==> config.mk <==
export PLATFORM = sky130hd
export DESIGN_NAME = dm_arbiter
export DESIGN_NICKNAME = d
export VERILOG_FILES = /design/src/rtl/dm_arb_pkg.sv /design/src/rtl/dm_addr_check.sv /design/src/rtl/dm_arbiter.sv
export SDC_FILE = /design/constraint.sdc
export NUM_CORES = 1
export LEC_CHECK = 0
export ABC_CLOCK_PERIOD_IN_PS = 5000
export CORE_AREA = 2 2 153 155
export CTS_BUF_LIST = sky130_fd_sc_hd__clkbuf_4 sky130_fd_sc_hd__clkbuf_8
export DETAILED_ROUTE_END_ITERATION = 6
export DIE_AREA = 0 0 155 157
export REMOVE_ABC_BUFFERS = 1
export SLEW_MARGIN = 20
export SYNTH_ARGS = -nofsm -noshare
export SYNTH_HDL_FRONTEND = slang
export SYNTH_SLANG_ARGS = --single-unit
export TNS_END_PERCENT = 20
==> constraint.sdc <==
create_clock -name clk -period 5 [get_ports clk]
set_clock_uncertainty 0.15 [all_clocks]
set_input_delay 1 -clock clk [delete_from_list [all_inputs] [get_ports clk]]
set_output_delay 1 -clock clk [all_outputs]
set_load 0.02 [all_outputs]
==> src/rtl/dm_arb_pkg.sv <==
// Shared types and constants for the data-memory arbiter and its address checker.
package dm_arb_pkg;

    typedef enum logic [1:0] {
        IDLE  = 2'd0,
        OWN_C = 2'd1,
        OWN_D = 2'd2
    } st_t;

    localparam logic PORT_C = 1'b0;
    localparam logic PORT_D = 1'b1;

    localparam int DM_WORDS_DEF = 3072;

endpackage

==> src/rtl/dm_addr_check.sv <==
// Combinational legality check of a DM byte address: word aligned, inside the
// populated word range, and with no bits set above the 16KB window.
module dm_addr_check
    import dm_arb_pkg::*;
#(
    parameter int DATA_W   = 32,
    parameter int DM_WORDS = DM_WORDS_DEF
) (
    input  logic [DATA_W-1:0] i_addr,
    output logic              o_ok
);

    localparam logic [12:0] WORDS_LIM = 13'(DM_WORDS);

    logic [11:0] w_word;

    assign w_word = i_addr[13:2];
    assign o_ok   = (i_addr[1:0] == 2'b00)
                 && ({1'b0, w_word} < WORDS_LIM)
                 && (i_addr[DATA_W-1:14] == '0);

endmodule

==> src/rtl/dm_arbiter.sv <==
// Round-robin, burst-bounded arbiter sharing the single-port data memory
// between the CPU load/store port (C) and the debug/DMA port (D).
module dm_arbiter
    import dm_arb_pkg::*;
#(
    parameter int DATA_W    = 32,
    parameter int DM_WORDS  = DM_WORDS_DEF,
    parameter int BURST_MAX = 4
) (
    input  logic              clk,
    input  logic              reset,
    input  logic              c_req,
    input  logic              c_we,
    input  logic [DATA_W-1:0] c_addr,
    input  logic [DATA_W-1:0] c_wd,
    input  logic [DATA_W-1:0] c_pc,
    output logic              c_ack,
    output logic              c_err,
    output logic [DATA_W-1:0] c_rd,
    input  logic              d_req,
    input  logic              d_we,
    input  logic [DATA_W-1:0] d_addr,
    input  logic [DATA_W-1:0] d_wd,
    input  logic [DATA_W-1:0] d_pc,
    output logic              d_ack,
    output logic              d_err,
    output logic [DATA_W-1:0] d_rd,
    output logic [DATA_W-1:0] mem_A,
    output logic              mem_WE,
    output logic [DATA_W-1:0] mem_WD,
    output logic [DATA_W-1:0] mem_PC,
    input  logic [DATA_W-1:0] mem_RD
);

    localparam int               CNT_W   = $clog2(BURST_MAX) + 1;
    localparam logic [CNT_W-1:0] CNT_LIM = CNT_W'(BURST_MAX - 1);

    st_t              r_st, w_st_nxt;
    logic             r_last, w_last_nxt;
    logic [CNT_W-1:0] r_cnt, w_cnt_nxt;
    logic             w_c_ok, w_d_ok;
    logic             w_own_vld, w_own, w_err;

    dm_addr_check #(.DATA_W(DATA_W), .DM_WORDS(DM_WORDS)) u_chk_c (
        .i_addr (c_addr),
        .o_ok   (w_c_ok)
    );

    dm_addr_check #(.DATA_W(DATA_W), .DM_WORDS(DM_WORDS)) u_chk_d (
        .i_addr (d_addr),
        .o_ok   (w_d_ok)
    );

    // NOTE: every output of a combinational block gets a default first, so no path leaves it unassigned and no latch is inferred.
    always_comb begin
        w_own_vld = 1'b0;
        w_own     = PORT_C;
        case (r_st)
            OWN_C: begin
                if (c_req && ((r_cnt < CNT_LIM) || !d_req)) begin
                    w_own_vld = 1'b1;
                    w_own     = PORT_C;
                end else if (d_req) begin
                    w_own_vld = 1'b1;
                    w_own     = PORT_D;
                end
            end
            OWN_D: begin
                if (d_req && ((r_cnt < CNT_LIM) || !c_req)) begin
                    w_own_vld = 1'b1;
                    w_own     = PORT_D;
                end else if (c_req) begin
                    w_own_vld = 1'b1;
                    w_own     = PORT_C;
                end
            end
            default: begin
                // A tie from idle goes to whichever port was not served last.
                if (c_req && d_req) begin
                    w_own_vld = 1'b1;
                    w_own     = ~r_last;
                end else if (c_req) begin
                    w_own_vld = 1'b1;
                    w_own     = PORT_C;
                end else if (d_req) begin
                    w_own_vld = 1'b1;
                    w_own     = PORT_D;
                end
            end
        endcase
        if (!reset) begin
            w_own_vld = 1'b0;
        end
    end

    always_comb begin
        w_st_nxt   = IDLE;
        w_last_nxt = r_last;
        w_cnt_nxt  = '0;
        if (w_own_vld) begin
            w_st_nxt   = (w_own == PORT_D) ? OWN_D : OWN_C;
            w_last_nxt = w_own;
            if (w_st_nxt == r_st) begin
                w_cnt_nxt = (r_cnt == '1) ? r_cnt : r_cnt + CNT_W'(1);
            end
        end
    end

    // NOTE: sequential state uses non-blocking assignments so every register samples pre-edge values.
    always_ff @(posedge clk) begin
        if (!reset) begin
            r_st   <= IDLE;
            r_last <= PORT_D;
            r_cnt  <= '0;
        end else begin
            r_st   <= w_st_nxt;
            r_last <= w_last_nxt;
            r_cnt  <= w_cnt_nxt;
        end
    end

    assign w_err = (w_own == PORT_D) ? !w_d_ok : !w_c_ok;

    always_comb begin
        mem_A  = '0;
        mem_WD = '0;
        mem_PC = '0;
        mem_WE = 1'b0;
        c_ack  = 1'b0;
        c_err  = 1'b0;
        c_rd   = '0;
        d_ack  = 1'b0;
        d_err  = 1'b0;
        d_rd   = '0;
        if (w_own_vld) begin
            if (w_own == PORT_C) begin
                mem_A  = c_addr;
                mem_WD = c_wd;
                mem_PC = c_pc;
                mem_WE = c_we && !w_err;
                c_ack  = 1'b1;
                c_err  = w_err;
                c_rd   = w_err ? '0 : mem_RD;
            end else begin
                mem_A  = d_addr;
                mem_WD = d_wd;
                mem_PC = d_pc;
                mem_WE = d_we && !w_err;
                d_ack  = 1'b1;
                d_err  = w_err;
                d_rd   = w_err ? '0 : mem_RD;
            end
        end
    end

endmodule

==> out/metrics.cfg <==
[run_status]
status=finished, final reports clean

[placed_design]
place_ws_ps=184
dp_hpwl_microns=14900
port_buffers=394
routabilityCongestion=0.778

[setup_path]
crit_fanout=52
critPathRequiredTime_ps=3850
worstSetupStartpointType=input port
crit_top_cell=clkdlybuf4s50_1
arrival_ps=3640
slowest_delay_ps=650
critical_path_class=input port to output pin
path_cells=clkdlybuf4s50_1 > nor3b_1 > mux2_4 > buf_12 > o21ai_0 > a21oi_1 > clkdlybuf4s50_1
slowest_stage=clkdlybuf4s50_1
end_kind=output pin

[timing]
fmax_ghz=0.209
worst_slew_pin_slew_ps=615
slew_viol_final=0
final-hold-violation-count=0
setup_ws_ps=212
setup_viol=0
period_minus_slack_ps=4790
rsz0062_at_grt=false
finalCritPeriodShare_pct=95.8
hold_ws_ps=335
relSlewSlack_pct=58.6

[power]
power.density_mw_per_mm2=133
clockPowerShare_pct=8.0
p_sw_mw=0.436
power_mw=0.939
sw_frac_of_total_pct=46.5
power_frac_seq_pct=5.8
ir_drop_uv=76.0
p_leak_nw=2.57
p_int_mw=0.502
combPwrFrac_pct=86.2

[detailed_routing]
avgRoutedWirePerCell_microns=17.1
drt_pre_antenna_iters=4
viasPerCell=4.51
antenna_left=0
remaining_drc_errors=0
drtIter0Drc=421
routed_wirelength_microns=19100
vias=5031

[floorplan]
ios=395
placementRows=55
initial_core_util_pct=11.9
die_x_microns=155
fp.coreArea_sq_mm=0.0225
die-area_sq_mm=0.0243
fp.dieH_microns=157

[clocking]
clockRootBuffer=clkbuf_8
cts_max_level=1
clkTransAtPathRegs_ps=40
post_cts_buffers=0
clock_latency_ps=230
cts-resized-gates=0
cts_buffers=3
clock_path_buffers=2
cts.sinks=6
cts_tree=done
hold_buffers=0

[yosys]
synth_area_leader_cell=a21oi_1
synth_edf_count=0
synth_xor_area_share_pct=0.327
synth_common_cells=a21oi_1, nand3_1, o21ai_0, and3_1, clkbuf_1
yosysWarningCount=0
ys_ff_latch=6
yosys.cell_types.count=30
ys_seq_area_share_pct=4.48
synth-simple-area-share_pct=39.5
yosysMostFrequentCell=a21oi_1
syn_inst=481
synth_area_leaders=a21oi_1, nand3_1, and3_1
synth_fa_ha_area_share_pct=1.87
synthArstFlopShare_pct=0
synth_top_family_by_area=compound AO/OA/AOI/OAI gates
synth_top_area_share_pct=18.5
synth_compound_area_share_pct=40.5
syn_area_per_cell_sq_um=5.57
synth_top_flop_cell=dfxtp_1
synth.mux.area_fraction_pct=1.68
netlist_area_sq_mm=0.00268

[grt]
grt_max_degree=66
grt_overflow=0
grt_pass1_wl_microns=28100
grt_pass1_vias=4888
grt_usage_pct=14.3
antenna_found_initial=0

[cells_and_area]
layout-drive-gt1-share_pct=3.73
nets=1066
fillers=2441
syn_to_final_growth_pct=163
fin_util_pct=31.3
antenna_cells=0

[hold_path]
hold_path.class=register to register

[run]
max_cap_viol_count=0

## final cells by class
cell class / count / area [sq um] / share of cell area [%]
inverters: 3 / 11.3 / 0.160
clock buffers: 3 / 41.3 / 0.586
repair buffers: 412 / 4220 / 59.9
multi-input cells: 406 / 2290 / 32.6
flip-flops and latches: 6 / 120 / 1.70
well taps: 285 / 357 / 5.06
## cell families (layout without fill, tap and decap cells)
kind of cell,Yosys count,in the layout
xor gates and xnor gates,1,1
and+or+nand+nor,189,189
AOI/OAI and AO/OA,208,208
DFF,6,6
adders and majority gates,4,4
buffers and inverters,69,418
muxes,4,4
## worst max-delay path: cells and delay by family
family | cells | cell delay (ps)
AOI/OAI and AO/OA | 2 | 340
and+or+nand+nor | 1 | 430
buffers and inverters | 3 | 1480
muxes | 1 | 340
## cells in the final DEF (no fill, tap or decap), drive strengths merged
cell type / synthesis / layout
and3: 64 / 64
o211ai: 1 / 1
nor4: 12 / 12
clkdlybuf4s50: 0 / 392
nand3: 99 / 99
inv: 3 / 3
clkbuf: 36 / 3
xor2: 1 / 1
dfxtp: 6 / 6
a21oi: 99 / 99
a31oi: 1 / 1
o311ai: 1 / 1
nand4: 3 / 3
o21a: 3 / 3
nand2: 5 / 5
ha: 4 / 4
nor2: 3 / 3
a211oi: 5 / 5
mux2i: 3 / 3
o311a: 1 / 1
nor3b: 2 / 2
mux2: 1 / 1
nor3: 1 / 1
buf: 30 / 20
o21ai: 97 / 97
## stage by stage
| step | TNS [ps] | cells | instance area [sq um] |
|---|---|---|---|
| after floorplan | -291040 | 415 | 2380 |
| after global placement | 0 | 1112 | 7010 |
| after detailed placement | 0 | 1112 | 7010 |
| after CTS | 0 | 1115 | 7050 |
| after global routing | 0 | 1115 | 7050 |
| final | 0 | 1115 | 7050 |
## sequential cells by signal, summed over array words and instances, names as in the netlist
| register | flops |
|---|---|
| r_cnt | 3 |
| r_last | 1 |
| r_st | 2 |
## routing by layer
| metal | track usage [%] | up-vias | wire, microns |
|---|---|---|---|
| met1 | 19.3 | 2306 | 8310 |
| li1 | - | 2510 | - |
| met3 | 3.17 | 23 | 1180 |
| met4 | 2.29 | 0 | 271 |
| met5 | 0 | - | 0 |
| met2 | 23.7 | 192 | 9330 |
## power groups by stage
stage / combinational, mW / sequential, mW / clock (mW)
after floorplan: 0.338 / 0.0545 / 0
after global placement: 0.812 / 0.0550 / 0
after detailed placement: 0.808 / 0.0550 / 0
after CTS: 0.813 / 0.0543 / 0.0775
after global routing: 0.876 / 0.0548 / 0.0798
final: 0.809 / 0.0544 / 0.0747
## worst paths after layout
kind | from | to | slack (ps) | cells after the start
hold reg to reg | r_last$_SDFFE_PN1P_ | r_last$_SDFFE_PN1P_ | 340 | 2
hold / removal | r_last$_SDFFE_PN1P_ | r_last$_SDFFE_PN1P_ | 340 | 2
setup / recovery | c_req | mem_WD[14] | 210 | 7
setup reg to reg | r_st[0]$_SDFF_PN0_ | r_cnt[1]$_SDFFE_PN0P_ | 2630 | 6
No activity file was read; power rests on OpenSTA's default activity.
